`src/rtl/iiitb_rtc_pkg.sv`:
```
// Shared types, field codes and BCD helpers for the RTC time-setting controller.
package iiitb_rtc_pkg;

    typedef enum logic [2:0] {
        ST_RUN,
        ST_SET_HR,
        ST_SET_MIN,
        ST_SET_SEC,
        ST_COMMIT
    } rtc_state_t;

    localparam logic [1:0] FIELD_NONE = 2'd0;
    localparam logic [1:0] FIELD_HR   = 2'd1;
    localparam logic [1:0] FIELD_MIN  = 2'd2;
    localparam logic [1:0] FIELD_SEC  = 2'd3;

    localparam logic [6:0] HR_MAX = 7'd23;
    localparam logic [6:0] MS_MAX = 7'd59;

    typedef struct packed {
        logic [3:0] hrm;
        logic [3:0] hrl;
        logic [3:0] minm;
        logic [3:0] minl;
        logic [3:0] secm;
        logic [3:0] secl;
    } bcd_time_t;

    // One step up or down of a two-digit BCD field that wraps at max_val.
    // Out-of-range captured values snap to 00 on inc and to max_val on dec,
    // so the result is always a valid in-range BCD pair.
    function automatic logic [7:0] bcd_step(input logic [3:0] tens,
                                            input logic [3:0] units,
                                            input logic       up,
                                            input logic [6:0] max_val);
        logic [7:0] val;
        logic [7:0] nxt;
        val = 8'(tens) * 8'd10 + 8'(units);
        if (up)
            nxt = (val >= {1'b0, max_val}) ? 8'd0 : val + 8'd1;
        else
            nxt = (val == 8'd0 || val > {1'b0, max_val}) ? {1'b0, max_val} : val - 8'd1;
        return {4'(nxt / 8'd10), 4'(nxt % 8'd10)};
    endfunction

endpackage

```
`src/rtl/iiitb_rtc_btn_debounce.sv`:
```
// Button conditioning: 2-flop synchronizer, level debouncer, rising-edge press pulse.
module iiitb_rtc_btn_debounce #(
    parameter int DEB_CYCLES = 4
) (
    input  logic clk,
    input  logic rst,
    input  logic btn,
    output logic press
);

    localparam int CNT_W = (DEB_CYCLES < 2) ? 1 : $clog2(DEB_CYCLES + 1);
    localparam logic [CNT_W-1:0] CNT_LAST = CNT_W'(DEB_CYCLES - 1);

    logic             sync_a;
    logic             sync_b;
    logic             level;
    logic [CNT_W-1:0] cnt;

    // Flip the debounced level after DEB_CYCLES consecutive differing samples;
    // the press pulse is registered alongside the 0->1 flip.
    always_ff @(posedge clk) begin
        if (rst) begin
            sync_a <= 1'b0;
            sync_b <= 1'b0;
            level  <= 1'b0;
            cnt    <= '0;
            press  <= 1'b0;
        end else begin
            sync_a <= btn;
            sync_b <= sync_a;
            press  <= 1'b0;
            if (sync_b != level) begin
                if (cnt == CNT_LAST) begin
                    level <= sync_b;
                    cnt   <= '0;
                    press <= sync_b;
                end else begin
                    cnt <= cnt + 1'b1;
                end
            end else begin
                cnt <= '0;
            end
        end
    end

endmodule

```
`src/rtl/iiitb_rtc_set_ctrl.sv`:
```
// Time-setting controller: edits hours/minutes/seconds in shadow registers while
// the RTC is halted, then strobes load for one cycle.
//
// state      | meaning
// -----------+-----------------------------------------------------------
// ST_RUN     | clock running, buttons other than mode ignored
// ST_SET_HR  | halted, inc/dec adjust hours (00..23)
// ST_SET_MIN | halted, inc/dec adjust minutes (00..59)
// ST_SET_SEC | halted, inc/dec adjust seconds (00..59)
// ST_COMMIT  | one cycle: load strobe with shadow digits, then back to run
module iiitb_rtc_set_ctrl
    import iiitb_rtc_pkg::*;
#(
    parameter int DEB_CYCLES     = 4,
    parameter int TIMEOUT_CYCLES = 1000000
) (
    input  logic       clk,
    input  logic       rst,
    input  logic       btn_mode,
    input  logic       btn_inc,
    input  logic       btn_dec,
    input  logic [3:0] cur_hrm,
    input  logic [3:0] cur_hrl,
    input  logic [3:0] cur_minm,
    input  logic [3:0] cur_minl,
    input  logic [3:0] cur_secm,
    input  logic [3:0] cur_secl,
    output logic       halt,
    output logic       load,
    output logic [3:0] ld_hrm,
    output logic [3:0] ld_hrl,
    output logic [3:0] ld_minm,
    output logic [3:0] ld_minl,
    output logic [3:0] ld_secm,
    output logic [3:0] ld_secl,
    output logic [1:0] field
);

    localparam int IDLE_W = $clog2(TIMEOUT_CYCLES + 1);
    localparam logic [IDLE_W-1:0] IDLE_LAST = IDLE_W'(TIMEOUT_CYCLES - 1);

    logic mode_p, inc_p, dec_p;
    logic any_p, adj, adj_up;

    rtc_state_t        state, state_n;
    bcd_time_t         shadow, shadow_n, cur_time;
    logic [IDLE_W-1:0] idle, idle_n;

    iiitb_rtc_btn_debounce #(.DEB_CYCLES(DEB_CYCLES)) u_deb_mode (
        .clk(clk), .rst(rst), .btn(btn_mode), .press(mode_p));
    iiitb_rtc_btn_debounce #(.DEB_CYCLES(DEB_CYCLES)) u_deb_inc (
        .clk(clk), .rst(rst), .btn(btn_inc), .press(inc_p));
    iiitb_rtc_btn_debounce #(.DEB_CYCLES(DEB_CYCLES)) u_deb_dec (
        .clk(clk), .rst(rst), .btn(btn_dec), .press(dec_p));

    assign cur_time = {cur_hrm, cur_hrl, cur_minm, cur_minl, cur_secm, cur_secl};
    assign any_p    = mode_p | inc_p | dec_p;
    assign adj      = ~mode_p & (inc_p ^ dec_p);
    assign adj_up   = inc_p;

    assign ld_hrm  = shadow.hrm;
    assign ld_hrl  = shadow.hrl;
    assign ld_minm = shadow.minm;
    assign ld_minl = shadow.minl;
    assign ld_secm = shadow.secm;
    assign ld_secl = shadow.secl;

    // State, shadow time and idle counter registers.
    always_ff @(posedge clk) begin
        if (rst) begin
            state  <= ST_RUN;
            shadow <= '0;
            idle   <= '0;
        end else begin
            state  <= state_n;
            shadow <= shadow_n;
            idle   <= idle_n;
        end
    end

    // Next-state, field editing, timeout and state-decoded outputs.
    always_comb begin
        state_n  = state;
        shadow_n = shadow;
        idle_n   = idle;
        halt     = 1'b0;
        load     = 1'b0;
        field    = FIELD_NONE;
        case (state)
            ST_RUN: begin
                idle_n = '0;
                if (mode_p) begin
                    state_n  = ST_SET_HR;
                    shadow_n = cur_time;
                end
            end
            ST_SET_HR, ST_SET_MIN, ST_SET_SEC: begin
                halt = 1'b1;
                if (any_p) begin
                    idle_n = '0;
                end else if (idle == IDLE_LAST) begin
                    idle_n  = '0;
                    state_n = ST_RUN;
                end else begin
                    idle_n = idle + 1'b1;
                end
                case (state)
                    ST_SET_HR: begin
                        field = FIELD_HR;
                        if (mode_p)
                            state_n = ST_SET_MIN;
                        else if (adj)
                            {shadow_n.hrm, shadow_n.hrl} =
                                bcd_step(shadow.hrm, shadow.hrl, adj_up, HR_MAX);
                    end
                    ST_SET_MIN: begin
                        field = FIELD_MIN;
                        if (mode_p)
                            state_n = ST_SET_SEC;
                        else if (adj)
                            {shadow_n.minm, shadow_n.minl} =
                                bcd_step(shadow.minm, shadow.minl, adj_up, MS_MAX);
                    end
                    default: begin
                        field = FIELD_SEC;
                        if (mode_p)
                            state_n = ST_COMMIT;
                        else if (adj)
                            {shadow_n.secm, shadow_n.secl} =
                                bcd_step(shadow.secm, shadow.secl, adj_up, MS_MAX);
                    end
                endcase
            end
            ST_COMMIT: begin
                halt    = 1'b1;
                load    = 1'b1;
                idle_n  = '0;
                state_n = ST_RUN;
            end
            default: begin
                state_n = ST_RUN;
            end
        endcase
    end

endmodule

```
`config.mk`:
```
export PLATFORM = sky130hd
export DESIGN_NAME = iiitb_rtc_set_ctrl
export DESIGN_NICKNAME = d
export VERILOG_FILES = /design/src/rtl/iiitb_rtc_pkg.sv /design/src/rtl/iiitb_rtc_btn_debounce.sv /design/src/rtl/iiitb_rtc_set_ctrl.sv
export SDC_FILE = /design/constraint.sdc
export NUM_CORES = 1
export LEC_CHECK = 0
export ABC_CLOCK_PERIOD_IN_PS = 4820
export BUFFER_PORTS_ARGS = -buffer_cell sky130_fd_sc_hd__buf_2
export CAP_MARGIN = 15
export CORE_MARGIN = 2
export CORE_UTILIZATION = 43
export CTS_CLUSTER_DIAMETER = 150
export DETAILED_ROUTE_END_ITERATION = 6
export PLACE_DENSITY_LB_ADDON = 0.2
export SLEW_MARGIN = 10
export SYNTH_ARGS = -nofsm -noshare
export SYNTH_HDL_FRONTEND = slang
export SYNTH_SLANG_ARGS = --single-unit
```
`constraint.sdc`:
```
create_clock -name clk -period 4.82 [get_ports clk]
set_clock_uncertainty 0.15 [all_clocks]
set_input_delay 0.241 -clock clk [delete_from_list [all_inputs] [get_ports clk]]
set_output_delay 0.241 -clock clk [all_outputs]
set_load 0.005 [all_outputs]
```
==> results of run 1 <==
==> worst max-delay path: stages, from the launching register on <==
cell and delay (ns):
dfxtp_1 0.32, ha_1 0.30, ha_1 0.22, fa_1 0.53
o211ai_1 0.13, nand2b_4 0.19, o311a_4 0.39, o41ai_4 0.37
o41ai_4 0.14, or4_1 0.61, xnor2_1 0.16, mux2i_1 0.20
ha_2 0.24, o22ai_1 0.08, a2111oi_2 0.37, o211ai_1 0.13
o21ai_1 0.08
==> path summary, 6_finish.rpt <==
path	from	end	cells after the start
max	ld_minm[1]	ld_minl[3]	16
min	cur_secm[2]	ld_secm[2]	3
max reg2reg	ld_minm[1]	ld_minl[3]	16
min reg2reg	u_deb_mode.cnt[0]	u_deb_mode.cnt[0]	1
==> placed cells by master, fill, tap and decap left out, types with 12 or more instances in the layout <==
cell type	netlist	routed
nor2_1	87	86
dfxtp_1	68	67
buf_2	5	56
a21oi_1	49	47
nand2_1	47	46
ha_1	40	39
nand3_1	38	37
xnor2_1	32	32
inv_1	31	31
o21ai_0	29	29
buf_4	2	23
nor3_1	25	22
nor4_1	17	17
o211ai_1	16	16
xor2_1	16	16
nor2b_1	14	14
a21o_1	13	13
nand4_1	12	12
and3_1	12	12
==> timing repair <==
action                                  4_1_cts  5_1_grt
hold buffers                                  3        0
endpoints found under the setup margin        0        5
resized for setup                             0       32
hold endpoints to repair                      3        0
setup buffers                                 0        0
==> power by group through the flow <==
stage	clock (mW)	sequential, mW	combinational [mW]
after detailed placement	0	0.579	0.0262
after global placement	0	0.579	0.0259
after global routing	0.710	0.567	0.0313
final	0.682	0.567	0.0279
after floorplan	0	0.579	0.0120
after CTS	0.691	0.567	0.0281
==> cell type report <==
class,instances,share of cell area [%]
timing repair buffer,83,7.15
multi-input combinational,618,63.8
clock inverter,5,0.851
inverter,31,1.68
sequential,68,19.7
clock buffer,11,3.66
tap,176,3.19
==> state kept, by name, summed over array words and instances (netlist names), 4 cells and up <==
| register | count |
|---|---|
| idle | 20 |
| ld_hrl | 4 |
| ld_hrm | 4 |
| ld_minl | 4 |
| ld_minm | 4 |
| ld_secl | 4 |
| ld_secm | 4 |
==> through the flow <==
stage	instance area (um2)	total power [mW]	utilization (%)	TNS, ns	cells
4_1_cts	6760	1.29	50.7	0	992
3_5_place_dp	6420	0.605	48.1	0	973
5_1_grt	6910	1.31	51.8	-0.0764	992
2_1_floorplan	5900	0.591	-	0	757
6_report	6910	1.28	51.8	0	992
3_3_place_gp	6420	0.605	48.1	0	973
==> per-layer routing <==
layer / part of all wire, % / vias to the layer above
met5: 0 / -
met4: 1.7 / 0
met3: 3.5 / 23
met2: 48 / 144
met1: 47 / 2784
li1: - / 2913
==> kinds of logic after synthesis <==
family | count (synthesis) | share of synthesized area [%]
DFF | 68 | 23.1
xor gates and xnor gates | 50 | 7.67
AOI/OAI and AO/OA | 204 | 25.3
and+or+nand+nor | 305 | 26.4
muxes | 11 | 1.97
adders and majority gates | 48 | 10.8
buffers and inverters | 71 | 4.77
==> synth_stat cells (all sizes together), types with 14 or more instances <==
cell / count / share of area [%]
dfxtp: 68 / 23
nor2b: 14 / 1.5
nand2: 47 / 3.0
o211ai: 16 / 2.0
nor2: 87 / 5.5
a21oi: 49 / 4.2
nor4: 17 / 1.8
xnor2: 32 / 4.7
nor3: 25 / 2.1
inv: 31 / 2.0
o21ai: 37 / 3.2
ha: 40 / 8.5
nand3: 38 / 3.2
clkbuf: 30 / 1.9
xor2: 18 / 2.9
==> impl_metrics.csv, run 1 <==
group,metric,value,unit
grt,global_route_wire_length_before_repair,25500,um
timing,finalSetupViolations,0,
timing,final_hold_viol_count,0,
grt,global_route.peak_usage_layer,"met2",
floorplan,fp.dieW,121,um
floorplan,die_height,121,um
logic_synthesis,synth_cells,757,
power,net_switching_component_of_the_power,268,uW
finish,ff_latch_area,1360,um2
placement,post-dp-hpwl,11800,um
timing,final_max_slew_viol_count,0,
floorplan,initial_core_util,44.2,%
timing,achievable-frequency,213,MHz
clock_network,numCtsBuffers,9,
power,intPower,1.01,mW
clock_network,clock_latency,0.34,ns
logic_synthesis,synth_nets,832,
route,drt_wl_total,15800,um
placement,placement.setup.worst_slack,0.0561,ns
status,run_status,"finished, final reports clean",
grt,antenna_found_initial,0,
timing,final.period_utilization,97.3,%
clock_network,cts_max_path_buffers,2,
timing,layout_setup_ws,0.130,ns
finish,area.growth.synth_to_final,17.1,%
power,clock_power_share,53.4,%
power,cellPowerDensity,185,nW/um2
worst_hold_path,hold_path.class,"in -> reg",
timing,fin_worst_hold_slack,0.0200,ns
grt,grt.total_usage,21.1,%
route,detail_route.iter0.violations,351,
clock_network,htree_levels,3,
clock_network,cts_root_buf,"clkbuf_16",
critical_path,critPathCaptureType,"register",
route,routed-via-count,5864,
clock_network,cts.sinks,68,
route,drc,0,
clock_network,clk_pin_slew_worst_paths,0.06,ns
route,vias_per_cell,5.91,
route,detail_route.wl_per_cell,15.9,um
finish,multi_input_gate_area_in_the_final_layout,4410,um2
logic_synthesis,dominantRegCellSynth,"dfxtp_1",
finish,post_route_cells_drive_above_1_share,17.8,%
placement,place_congestion,0.898,
logic_synthesis,synth_seq_area_share,23.1,%
timing,grt_setup_unrepaired,"true",
timing,max_slew_headroom,27.7,%
floorplan,core_area,13300,um2
floorplan,fp.dieArea,14700,um2
floorplan,fp-row-count,42,
logic_synthesis,number_of_library_cell_types_mapped_by_synthesis,82,
power,leakage,2.77,nW
grt,globalRoute.totalOverflow,0,
critical_path,timing.critical_path.fanout_max,5,
finish,num_antenna_cells,0,
finish,fill_cells,1303,
critical_path,critical_path.startpoint_type,"register",
logic_synthesis,synth_async_reset_ratio,0,%
logic_synthesis,synth.avg_cell_area,7.80,um2
grt,groute.layer.met2.usage,36.5,%
grt,first_global_vias,5529,
logic_synthesis,yosysWarningCount,0,
floorplan,pin_count,57,
run,drv_cap,0,
critical_path,cp.arrival,4.80,ns
placement,portBuffers,56,
clock_network,cts_tree,"yes",
timing,tightestPinTransition,1.08,ns
timing,layout_min_cycle_time,4.69,ns
power,seqPwrFrac,44.4,%
grt,globalRouteMet3Util,2.49,%
power,swShare,21.0,%
logic_synthesis,post_synth_instance_area,5900,um2
grt,global_route.usage.met1,27.2,%
route,drt.antenna.violating_nets,0,
route,first_pass_iters,5,
critical_path,r2r_setup_slack,0.13,ns
logic_synthesis,synth_enable_flop_cells,0,
power,ir_drop,224,uV
finish,finalNetCount,886,
critical_path,worst_ep_required_time,4.93,ns
critical_path,startpoint_to_endpoint_class_of_the_critical_path,"reg -> reg",
grt,maximum_number_of_pins_on_one_net_before_global_route_repair,50,
logic_synthesis,total_of_flip_flops_plus_latches_after_synthesis,68,
power,power.combinational.fraction,2.2,%
(Power assumes the default switching activity.)
==> inputs of run 2 (changes only) <==
==> constraint.sdc (replaced) <==
create_clock -name clk -period 4.82 [get_ports clk]
set_clock_uncertainty 0.15 [all_clocks]
set_input_delay 0.964 -clock clk [delete_from_list [all_inputs] [get_ports clk]]
set_output_delay 0.964 -clock clk [all_outputs]
set_load 0.005 [all_outputs]
==> impl_metrics.csv, run 2 (synthesis gave the netlist of run 1 again) <==
group,metric,value,unit
status,run_status,"finished, final reports clean",
route,vias_per_cell,5.94,
route,drt.antenna.violating_nets,0,
power,net_switching_component_of_the_power,244,uW
route,detail_route.iter0.violations,365,
floorplan,initial_core_util,44.2,%
timing,max_slew_headroom,27.2,%
power,swShare,19.8,%
timing,tightestPinTransition,1.09,ns
route,drc,0,
critical_path,cp.arrival,4.75,ns
run,drv_cap,0,
clock_network,numCtsBuffers,9,
finish,finalNetCount,888,
clock_network,postCtsHoldBufs,0,
finish,num_antenna_cells,0,
grt,globalRoute.totalOverflow,0,
timing,fin_tns_setup,0,ns
critical_path,crit_path_max_incr_delay,0.53,ns
power,seqPwrFrac,46.0,%
grt,grt.total_usage,20.9,%
timing,final_max_slew_viol_count,0,
clock_network,cts_tree,"yes",
clock_network,cts_max_path_buffers,2,
clock_network,clk_pin_slew_worst_paths,0.05,ns
critical_path,reg2regPathDepth,16,
power,leakage,2.77,nW
worst_hold_path,hold_path.class,"reg -> reg",
clock_network,cts_root_buf,"clkbuf_16",
power,power.combinational.fraction,2.2,%
power,cellPowerDensity,179,nW/um2
grt,global_route.usage.met1,26.9,%
critical_path,critical_path.startpoint_type,"register",
grt,antenna_found_initial,0,
critical_path,startpoint_to_endpoint_class_of_the_critical_path,"reg -> reg",
clock_network,clock_latency,0.33,ns
floorplan,fp.dieW,121,um
timing,achievable-frequency,216,MHz
placement,portBuffers,56,
worst_hold_path,hold_path_depth,1,
grt,maximum_number_of_pins_on_one_net_before_global_route_repair,46,
clock_network,htree_levels,3,
finish,most-common-layout-cells,"nor2_1, dfxtp_1, buf_2",
placement,place_congestion,0.906,
grt,global_route.peak_usage_layer,"met2",
clock_network,cts.sinks,68,
finish,post_route_cells_drive_above_1_share,18.5,%
route,detail_route.wl_per_cell,15.6,um
power,clock_power_share,51.9,%
finish,area.growth.synth_to_final,17.0,%
critical_path,worst_ep_required_time,4.93,ns
critical_path,critPathCaptureType,"register",
power,total_power,1.23,mW
floorplan,die_height,121,um
timing,grt_setup_unrepaired,"true",
timing,layout_min_cycle_time,4.64,ns
finish,fill_cells,1335,
power,ir_drop,151,uV
placement,post-dp-hpwl,11500,um
timing,final_hold_viol_count,0,
route,drt_wl_total,15500,um
grt,first_global_vias,5502,
critical_path,crit_chain,"ha_1 -> ha_1 -> fa_1 -> o211ai_1 -> nand2b_4 -> o311a_4 -> or2_4 -> o21a_1 -> or4_1 -> xnor2_1 -> mux2i_1 -> ha_2 -> o22ai_1 -> a2111oi_2 -> o211ai_1 -> o21ai_1",
route,routed-via-count,5902,
critical_path,timing.critical_path.fanout_max,5,
finish,most_frequent_standard_cell_in_the_layout_excluding_fill_and_tap_cells,"nor2_1",
floorplan,pin_count,57,
grt,global_route_wire_length_before_repair,25400,um
power,intPower,990,uW
floorplan,core_area,13300,um2
critical_path,cp_slowest_cell,"or4_1",
finish,regMostFlops,"idle",
timing,finalSetupViolations,0,
grt,groute.layer.met2.usage,35.8,%
grt,globalRouteMet3Util,3.71,%
timing,final.period_utilization,96.3,%
floorplan,fp.dieArea,14700,um2
floorplan,fp-row-count,42,
finish,largest_reg_flops,20,
route,first_pass_iters,5,
==> run 2: cell types whose count changed in the layout (fill, tap and decap cells not counted), sizes merged <==
cell	delta
buf	+5
inv	-1
clkbuf	+2
clkinvlp	-2
dlygate4sd3	-3
==> run 2: critical path, delay by kind of cell, from the launching register on <==
kind	cells	cell delay (ns)
xor gates and xnor gates	1	0.15
muxes	1	0.21
and+or+nand+nor	3	1.02
AOI/OAI and AO/OA	7	1.43
DFF	1	0.31
adders and majority gates	4	1.27
==> run 2: cell type report <==
class                           count  area (um2)  area share, %
Clock buffer                       13         250           3.62
Clock inverter                      2        35.0          0.507
Inverter                           31         116           1.68
Multi-Input combinational cell    618        4430           64.1
Sequential cell                    68        1360           19.7
Tap cell                          176         220           3.19
Timing Repair Buffer               85         498           7.21
==> run 2: stage by stage <==
step | setup WS [ns] | std cells | area (um2) | hold WS, ns | utilization [%]
6_report | 0.180 | 993 | 6910 | 0.265 | 51.8
5_1_grt | -0.0895 | 993 | 6910 | 0.302 | 51.8
4_1_cts | 0.0442 | 989 | 6720 | 0.270 | 50.3
3_5_place_dp | 0.0559 | 974 | 6430 | 0.263 | 48.2
3_3_place_gp | 0.195 | 974 | 6430 | 0.258 | 48.2
2_1_floorplan | 0.121 | 757 | 5900 | 0.249 | -
==> run 2: metal layers <==
metal,up-vias,share of wire (%)
li1,2913,-
met1,2832,45
met2,135,49
met3,22,4.2
met4,0,1.5
met5,-,0
==> run 2: worst paths after layout <==
kind | startpoint | endpoint | slack, ns
hold reg to reg | u_deb_mode.cnt[0] | u_deb_mode.cnt[0] | 0.27
setup / recovery | ld_minm[1] | ld_minl[3] | 0.18
setup reg to reg | ld_minm[1] | ld_minl[3] | 0.18
hold / removal | u_deb_mode.cnt[0] | u_deb_mode.cnt[0] | 0.27
==> run 2: power by group through the flow <==
stage / combinational (mW) / sequential [mW] / clock, mW
2_1_floorplan: 0.0120 / 0.579 / 0
3_3_place_gp: 0.0265 / 0.579 / 0
3_5_place_dp: 0.0269 / 0.579 / 0
4_1_cts: 0.0270 / 0.567 / 0.652
5_1_grt: 0.0301 / 0.567 / 0.677
6_report: 0.0266 / 0.567 / 0.640
==> run 2: timing repair <==
| action | 4_1_cts | 5_1_grt |
|---|---|---|
| gates resized for setup | 0 | 38 |
| setup endpoints to repair | 0 | 4 |
| buffers inserted | 0 | 4 |
